$ cat src/rtl/bfp_pkg.sv
// Shared types and defaults for the block-floating-point alignment controller.
package bfp_pkg;

    localparam int DEF_EXP_WIDTH   = 4;
    localparam int DEF_LANES       = 4;
    localparam int DEF_ZERO_OFFSET = 9;

    typedef enum logic {
        ST_COLLECT,
        ST_EMIT
    } state_t;

    function automatic logic [DEF_EXP_WIDTH-1:0] lane_slice(
        input logic [DEF_EXP_WIDTH*DEF_LANES-1:0] v,
        input int                                 i
    );
        return v[DEF_EXP_WIDTH*i +: DEF_EXP_WIDTH];
    endfunction

endpackage

$ cat src/rtl/bfp_lane_offset.sv
// Per-lane shift offset: zero sentinel or (block max - exponent).
// Optional clamp to MAX_SHIFT when BFP_ALIGN_SAT_EN is defined.
module bfp_lane_offset #(
    parameter int EXP_WIDTH   = 4,
    parameter int ZERO_OFFSET = 9,
    parameter int MAX_SHIFT   = 7
) (
    input  logic [EXP_WIDTH-1:0] lane_exp,
    input  logic [EXP_WIDTH-1:0] max_exp,
    output logic [EXP_WIDTH-1:0] offset,
    output logic                 is_zero
);

    logic [EXP_WIDTH-1:0] diff;
    logic [EXP_WIDTH-1:0] shift;

    if (ZERO_OFFSET >= (1 << EXP_WIDTH) || MAX_SHIFT >= (1 << EXP_WIDTH)) begin : g_bad_param
        $error("ZERO_OFFSET and MAX_SHIFT must fit in EXP_WIDTH bits");
    end

    // max_exp bounds every exponent in the block, so this never wraps
    assign diff = max_exp - lane_exp;

`ifdef BFP_ALIGN_SAT_EN
    localparam logic [EXP_WIDTH-1:0] SAT = EXP_WIDTH'(MAX_SHIFT);
    assign shift = (diff > SAT) ? SAT : diff;
`else
    assign shift = diff;
`endif

    assign is_zero = (lane_exp == '0);
    assign offset  = is_zero ? EXP_WIDTH'(ZERO_OFFSET) : shift;

endmodule

$ cat src/rtl/bfp_align_ctrl.sv
// Collects a block of exponent beats, then replays them with per-lane offsets.
// Optional offset saturation is enabled by BFP_ALIGN_SAT_EN.
module bfp_align_ctrl
    import bfp_pkg::*;
#(
    parameter int EXP_WIDTH   = DEF_EXP_WIDTH,
    parameter int LANES       = DEF_LANES,
    parameter int BLOCK_BEATS = 4,
    parameter int ZERO_OFFSET = DEF_ZERO_OFFSET,
    parameter int MAX_SHIFT   = 7
) (
    input  logic                       clk,
    input  logic                       rst_n,
    input  logic                       in_valid,
    output logic                       in_ready,
    input  logic [EXP_WIDTH*LANES-1:0] in_exp,
    input  logic                       in_last,
    output logic                       out_valid,
    input  logic                       out_ready,
    output logic [EXP_WIDTH*LANES-1:0] out_offset,
    output logic [EXP_WIDTH-1:0]       out_max_exp,
    output logic [LANES-1:0]           out_zero_mask,
    output logic                       out_last
);

    localparam int PW = (BLOCK_BEATS > 1) ? $clog2(BLOCK_BEATS) : 1;
    localparam int BW = $clog2(BLOCK_BEATS + 1);

    state_t state;
    state_t state_nxt;

    logic [PW-1:0]              wr_cnt;
    logic [PW-1:0]              rd_cnt;
    logic [BW-1:0]              beats_reg;
    logic [EXP_WIDTH-1:0]       max_reg;
    logic [EXP_WIDTH-1:0]       beat_max;
    logic [EXP_WIDTH*LANES-1:0] beat_buf [BLOCK_BEATS];
    logic [EXP_WIDTH*LANES-1:0] rd_beat;
    logic [EXP_WIDTH*LANES-1:0] off_raw;
    logic [LANES-1:0]           zero_raw;

    logic in_fire;
    logic out_fire;
    logic blk_end;
    logic emit_last;

    assign in_fire   = in_valid & in_ready;
    assign out_fire  = out_valid & out_ready;
    assign blk_end   = in_last | (wr_cnt == PW'(BLOCK_BEATS - 1));
    assign emit_last = (BW'(rd_cnt) == beats_reg - BW'(1));

    always_ff @(posedge clk or negedge rst_n) begin
        if (!rst_n) state <= ST_COLLECT;
        else        state <= state_nxt;
    end

    always_comb begin
        state_nxt = state;
        in_ready  = 1'b0;
        out_valid = 1'b0;
        unique case (state)
            ST_COLLECT: begin
                in_ready = 1'b1;
                if (in_valid && blk_end) state_nxt = ST_EMIT;
            end
            ST_EMIT: begin
                out_valid = 1'b1;
                if (out_ready && emit_last) state_nxt = ST_COLLECT;
            end
            default: state_nxt = ST_COLLECT;
        endcase
    end

    // Running max including the beat currently on the input
    always_comb begin
        beat_max = max_reg;
        for (int i = 0; i < LANES; i++) begin
            if (in_exp[EXP_WIDTH*i +: EXP_WIDTH] > beat_max)
                beat_max = in_exp[EXP_WIDTH*i +: EXP_WIDTH];
        end
    end

    always_ff @(posedge clk or negedge rst_n) begin
        if (!rst_n) begin
            wr_cnt    <= '0;
            rd_cnt    <= '0;
            beats_reg <= '0;
            max_reg   <= '0;
            for (int b = 0; b < BLOCK_BEATS; b++) beat_buf[b] <= '0;
        end else begin
            if (in_fire) begin
                beat_buf[wr_cnt] <= in_exp;
                wr_cnt           <= wr_cnt + PW'(1);
                max_reg          <= beat_max;
                if (blk_end) begin
                    beats_reg <= BW'(wr_cnt) + BW'(1);
                    rd_cnt    <= '0;
                end
            end
            if (out_fire) begin
                rd_cnt <= rd_cnt + PW'(1);
                if (emit_last) begin
                    wr_cnt  <= '0;
                    max_reg <= '0;
                end
            end
        end
    end

    assign rd_beat = beat_buf[rd_cnt];

    for (genvar i = 0; i < LANES; i++) begin : g_lane
        bfp_lane_offset #(
            .EXP_WIDTH  (EXP_WIDTH),
            .ZERO_OFFSET(ZERO_OFFSET),
            .MAX_SHIFT  (MAX_SHIFT)
        ) u_off (
            .lane_exp(rd_beat[EXP_WIDTH*i +: EXP_WIDTH]),
            .max_exp (max_reg),
            .offset  (off_raw[EXP_WIDTH*i +: EXP_WIDTH]),
            .is_zero (zero_raw[i])
        );
    end

    // Outputs read as zero outside EMIT
    assign out_offset    = out_valid ? off_raw  : '0;
    assign out_max_exp   = out_valid ? max_reg  : '0;
    assign out_zero_mask = out_valid ? zero_raw : '0;
    assign out_last      = out_valid & emit_last;

endmodule

$ cat config.mk
export PLATFORM = sky130hd
export DESIGN_NAME = bfp_align_ctrl
export DESIGN_NICKNAME = d
export VERILOG_FILES = /design/src/rtl/bfp_pkg.sv /design/src/rtl/bfp_lane_offset.sv /design/src/rtl/bfp_align_ctrl.sv
export SDC_FILE = /design/constraint.sdc
export NUM_CORES = 1
export LEC_CHECK = 0
export CAP_MARGIN = 40
export CELL_PAD_IN_SITES_DETAIL_PLACEMENT = 0
export CELL_PAD_IN_SITES_GLOBAL_PLACEMENT = 1
export CORE_MARGIN = 2
export CORE_UTILIZATION = 45
export DETAILED_ROUTE_END_ITERATION = 7
export HOLD_SLACK_MARGIN = 0.05
export PLACE_DENSITY = 0.87
export RECOVER_POWER = 25
export REMOVE_ABC_BUFFERS = 1
export SLEW_MARGIN = 40
export SYNTH_ARGS = -nofsm -noshare
export SYNTH_HDL_FRONTEND = slang
export SYNTH_SLANG_ARGS = --single-unit
$ cat constraint.sdc
create_clock -name clk -period 7 [get_ports clk]
set_input_delay 1.4 -clock clk [delete_from_list [all_inputs] [get_ports clk]]
set_output_delay 1.4 -clock clk [all_outputs]
set_load 0.02 [all_outputs]
==> results of run 1 <==
## cell families (layout without fill, tap and decap cells)
logic type | after synthesis | count (layout) | synth area share [%]
compound gates | 87 | 87 | 11.70
buf+inv | 47 | 129 | 3.872
mux | 61 | 61 | 18.95
simple gates | 104 | 104 | 10.85
flops | 76 | 76 | 41.45
fa+ha+maj | 34 | 34 | 9.926
xor+xnor | 17 | 17 | 3.245
## critical path, delay by kind of cell
| family | cells | cell delay, ns |
|---|---|---|
| adders and majority gates | 4 | 1.12 |
| muxes | 3 | 0.75 |
| buffers and inverters | 3 | 0.34 |
| and+or+nand+nor | 10 | 1.49 |
| AOI/OAI and AO/OA | 10 | 1.90 |
## repair_timing
action | CTS | global route
endpoints found under the setup margin | 0 | 4
gates resized for setup | 0 | 17
buffers inserted | 0 | 6
## cells in the mapped netlist, drive strengths merged, types with 4 or more instances
master / number
mux4: 16
fa: 4
mux2: 41
nand2: 50
xor2: 5
a21oi: 18
xnor2: 12
dfrtp: 76
inv: 30
clkbuf: 15
and3: 6
ha: 30
mux2i: 4
nor2: 21
a21o: 7
o21ai: 43
o211ai: 4
or4: 4
## metrics by stage
step	TNS, ns	worst slack (ns)	instances	util (%)	hold WS [ns]
2_1_floorplan	0	0.5786	410	-	0.4446
3_3_place_gp	-0.04385	-0.03245	617	54.60	0.4572
3_5_place_dp	-0.7472	-0.2274	619	55.03	0.4666
4_1_cts	0	0.1228	635	57.53	0.4889
5_1_grt	-0.1811	-0.08807	641	58.70	0.5089
6_report	0	0.2612	641	58.70	0.4842
## cell type report
type	instances	area share (%)
multi-input cells	303	44.82
flip-flops and latches	76	33.02
repair buffers	82	13.00
well taps	133	2.887
clock buffers	9	2.149
clock inverters	7	2.105
inverters	31	2.019
## per-layer routing
metal | part of all wire (%) | global-route usage (%)
met5 | 0 | 0
met3 | 3.5 | 3.369
met4 | 2.4 | 7.048
met2 | 52 | 35.99
met1 | 42 | 25.05
## worst min-delay path by stage
stage / startpoint / to / cells past startpoint
2_1_floorplan: beat_buf[16] / beat_buf[16] / 2
3_3_place_gp: beat_buf[62] / beat_buf[62] / 2
3_5_place_dp: beat_buf[28] / beat_buf[28] / 2
4_1_cts: beat_buf[36] / beat_buf[36] / 2
5_1_grt: beat_buf[36] / beat_buf[36] / 2
6_report: beat_buf[27] / beat_buf[27] / 2
==> flow_summary.json, run 1 <==
{
  "drc_errors": 0,
  "fmax_mhz": 148.4,
  "regArea_um2": 1903,
  "die_width_um": 105.0,
  "htree_levels": 3,
  "drt_iter0_drc": 115,
  "vias": 3551,
  "maxCapViolCount": 1,
  "final.setup_skew_ns": 0.01478,
  "syn-mean-instance-area_um2": 10.77,
  "cts_tree": "yes",
  "yosysUniqueCellTypes": 54,
  "clkTransAtPathRegs_ns": 0.09,
  "layout_commonest_cell": "dfrtp_1",
  "start_util_pct": 46.73,
  "grt_max_degree": 77,
  "fp.dieH_um": 105.0,
  "synth_cells": 426,
  "wl_per_cell_um": 17.28,
  "critPathSlowestCell": "or3b_4",
  "fillCellCount": 852,
  "rrSetupSlack_ns": 0.65,
  "drive_gt1_share_pct": 26.18,
  "die-area_um2": 11020,
  "dpl.hpwl_um": 7934,
  "grt_pass1_wl_um": 17810,
  "synth_edf_count": 0,
  "hold_class": "reg -> reg",
  "cts_root_buf": "clkbuf_8",
  "async_flop_share_pct": 100.0,
  "place_congestion": 0.8949,
  "cp_max_fo": 4,
  "clock_latency_ns": 0.35,
  "violations": "capacitance limit, slew limit",
  "final_cell_area_um2": 5764,
  "cp.arrival_ns": 7.00,
  "slew_headroom_pct": -164.1,
  "ys_warn_count": 0,
  "area_delta_synth_final_pct": 25.63,
  "startpoint_type": "primary input",
  "numClockSinks": 76,
  "routed_wl_um": 11080,
  "post-synth-top-area-cell": "dfrtp_1",
  "grt_pass1_vias": 3620,
  "r2r_cells": 30,
  "critPathCapture": "max_reg[2]",
  "antenna_found_initial": 0,
  "grt-ovfl-total": 0,
  "mostFrequentLayoutCells": "75 x dfrtp_1, 48 x nand2_1, 42 x clkdlybuf4s50_1",
  "endpoint_kind": "flip-flop",
  "min_period_ns": 6.739,
  "yosys_register_bits": 76,
  "synth.area.top_cells": "dfrtp_1 41%, mux2_2 9.6%, ha_1 8.2%, mux4_2 7.9%, o21ai_0 4.5%",
  "vias_per_cell": 5.540,
  "cts_hold_buffers": 0,
  "netlist.area_leader.share_pct": 41.45,
  "antenna_cells": 0,
  "yosysSeqAreaShare_pct": 41.45,
  "postPlaceCellArea_um2": 5404,
  "syn_area_um2": 4588,
  "num_rows": 36,
  "cpMostUsedCell": "ha_1",
  "slew_viol_final": 77,
  "multi_input_area_um2": 2584,
  "portBuffers": 47,
  "numCtsBuffers": 9,
  "reg2reg_to": "max_reg[2]",
  "critPathMaxStageDelay_ns": 0.38,
  "critPathRequiredTime_ns": 7.26,
  "clockBufferDepth": 2,
  "num-nets-final": 558,
  "core_um2": 9819,
  "grtUsageTotal_pct": 20.33,
  "crit_start": "in_exp[2]",
  "tightest_slew_ns": 3.962,
  "timing.final.crit_share_pct": 96.27,
  "status": "complete, but fails checks",
  "ioPinCount": 48,
  "r2r_start": "max_reg[2]",
  "ys.flop_type": "dfrtp_1",
  "hold_violations": 0,
  "setup_viol": 0,
  "firstDrtPassIters": 4,
  "antenna_left": 0,
  "criticalPathCategory": "in -> reg",
  "largest_register_ffs": 64
}
Power of run 1 is left out: the tool's default activity adds up to more than one toggle a clock period on the data nets, which glitch-free logic cannot reach.
==> inputs of run 2 (changes only) <==
--- a/config.mk
+++ b/config.mk
@@ -15,7 +15,6 @@
 export PLACE_DENSITY = 0.87
 export RECOVER_POWER = 25
 export REMOVE_ABC_BUFFERS = 1
-export SLEW_MARGIN = 40
 export SYNTH_ARGS = -nofsm -noshare
 export SYNTH_HDL_FRONTEND = slang
 export SYNTH_SLANG_ARGS = --single-unit
==> run 2 against run 1 <==
The flow still finishes with violations (capacitance limit, slew limit). Die area is the same. Worst hold slack worse by 0.0035 ns. Non-clock buffer count increased by 6. Core utilization increased by 0.52 points. Global-route usage rose by 0.36 points. Final cell count increased by 0.94%. Critical path depth fell by 2. Cell area increased by 0.89%. Via count down 1.2%. Sequential cell count unchanged. Critical path type unchanged. Highest routed layer unchanged.
==> flow_summary.json, run 2 (same netlist as run 1, synthesis figures left out) <==
{
  "wl_per_cell_um": 17.04,
  "endpoint_kind": "flip-flop",
  "setup_viol": 0,
  "final.setup_skew_ns": 0.01302,
  "grtUsageTotal_pct": 20.69,
  "antenna_left": 0,
  "min_period_ns": 6.924,
  "place_congestion": 0.8949,
  "dpl.hpwl_um": 8253,
  "die-area_um2": 11020,
  "multi_input_area_um2": 2610,
  "area_delta_synth_final_pct": 26.75,
  "critPathRequiredTime_ns": 7.27,
  "num-nets-final": 564,
  "dp_slack_ns": -0.1988,
  "numClockSinks": 76,
  "layout_commonest_cell": "dfrtp_1",
  "fp.dieH_um": 105.0,
  "vias_per_cell": 5.422,
  "grt-ovfl-total": 0,
  "fillCellCount": 835,
  "htree_levels": 3,
  "criticalPathCategory": "in -> reg",
  "hold_class": "reg -> reg",
  "clock_latency_ns": 0.35,
  "clkTransAtPathRegs_ns": 0.09,
  "routed_wl_um": 11030,
  "fmax_mhz": 144.4,
  "startpoint_type": "primary input",
  "violations": "capacitance limit, slew limit",
  "ioPinCount": 48,
  "drive_gt1_share_pct": 26.46,
  "status": "complete, but fails checks",
  "hold_violations": 0,
  "grt_pass1_wl_um": 17920,
  "final_cells": 647,
  "dp_cells": 624,
  "start_util_pct": 46.73,
  "grt_pass1_vias": 3544,
  "maxCapViolCount": 2,
  "core_um2": 9819,
  "tightest_slew_ns": 2.409,
  "cts_root_buf": "clkbuf_8",
  "clockBufferDepth": 2,
  "vias": 3508,
  "antenna_cells": 0,
  "drc_errors": 0,
  "antenna_found_initial": 0,
  "timing.final.crit_share_pct": 98.91,
  "slew_headroom_pct": -60.60,
  "num_rows": 36,
  "cp.arrival_ns": 7.19,
  "cts_tree": "yes",
  "regArea_um2": 1902,
  "grt_max_degree": 46,
  "cp_max_fo": 4,
  "worst_slack_ns": 0.07623,
  "die_width_um": 105.0,
  "drt_iter0_drc": 76,
  "mostFrequentLayoutCells": "76 x dfrtp_1, 50 x nand2_1, 45 x clkdlybuf4s50_1",
  "cts_hold_buffers": 0,
  "largest_register_ffs": 64,
  "portBuffers": 47,
  "numCtsBuffers": 9,
  "firstDrtPassIters": 4,
  "slew_viol_final": 79
}
-- run 2: cell count changes in the layout (fill, tap and decap cells not counted), sizes merged --
cell           previous run  this run
inv                      32        30
clkdlybuf4s50            42        45
buf                      35        40
clkinvlp                  0         1
clkbuf                   10        14
dlymetal6s2s              4         1
bufinv                    3         1
-- run 2: per-stage QoR --
step	hold slack [ns]	TNS (ns)	instance area [µm²]	util, %
2_1_floorplan	0.4446	0	4527	-
3_3_place_gp	0.4572	-0.04385	5361	54.60
3_5_place_dp	0.4699	-0.6274	5477	55.77
4_1_cts	0.4871	0	5679	57.84
5_1_grt	0.5083	-0.7287	5816	59.23
6_report	0.4807	0	5816	59.23
-- run 2: worst paths after layout --
path / from / to / slack (ns) / cells past startpoint
setup reg to reg: max_reg[2] / max_reg[2] / 0.79 / 28
hold reg to reg: beat_buf[27] / beat_buf[27] / 0.48 / 2
setup / recovery: in_exp[2] / max_reg[2] / 0.08 / 28
max in group asynchronous: rst_n / beat_buf[29] / 2.45 / 3
min in group asynchronous: rst_n / beat_buf[48] / 1.57 / 2
hold / removal: beat_buf[27] / beat_buf[27] / 0.48 / 2
-- run 2: area by class of cell --
type	count	share of cell area [%]
clock buffer	12	2.668
clock inverter	4	0.8176
inverter	31	2.001
multi-input combinational	303	44.88
sequential	76	32.70
tap	133	2.861
timing repair buffer	88	14.07
-- run 2: worst max-delay path, stage by stage --
cell             delay (ns)
clkdlybuf4s50_1        0.52
ha_1                   0.27
and4_1                 0.20
a21o_1                 0.19
or3b_4                 0.39
and2_4                 0.16
ha_4                   0.26
nand2b_1               0.06
a32oi_2                0.16
and2b_1                0.21
mux2i_1                0.17
nand2_1                0.14
mux2_2                 0.33
ha_4                   0.28
nand3b_1               0.08
o211ai_1               0.23
o211ai_2               0.15
a311oi_2               0.33
mux2i_1                0.33
inv_1                  0.07
ha_1                   0.18
nor2b_1                0.09
o21ai_0                0.07
nand2b_1               0.09
a21oi_2                0.06
a41o_1                 0.23
mux2_2                 0.30
a211oi_2               0.22
-- run 2: repair_timing --
action | in CTS | in global routing
setup endpoints to repair | 0 | 4
resized for setup | 0 | 19
setup buffers | 0 | 7
-- run 2: routing by layer --
layer / GRT usage [%] / vias up / share of wire, %
met4: 7.143 / 0 / 2.3
li1: - / 1682 / -
met2: 35.85 / 69 / 51
met5: 0 / - / 0
met1: 26.31 / 1737 / 43
met3: 3.244 / 20 / 3.7
Power of run 2 is left out for the same reason.
==> inputs of run 3 (changes only) <==
--- a/config.mk
+++ b/config.mk
@@ -11,7 +11,6 @@
 export CORE_MARGIN = 2
 export CORE_UTILIZATION = 45
 export DETAILED_ROUTE_END_ITERATION = 7
-export HOLD_SLACK_MARGIN = 0.05
 export PLACE_DENSITY = 0.87
 export RECOVER_POWER = 25
 export REMOVE_ABC_BUFFERS = 1
==> results of run 3 <==
The final DEF is identical to that of run 2; final timing and power are the same.
Power of run 3 is left out for the same reason.
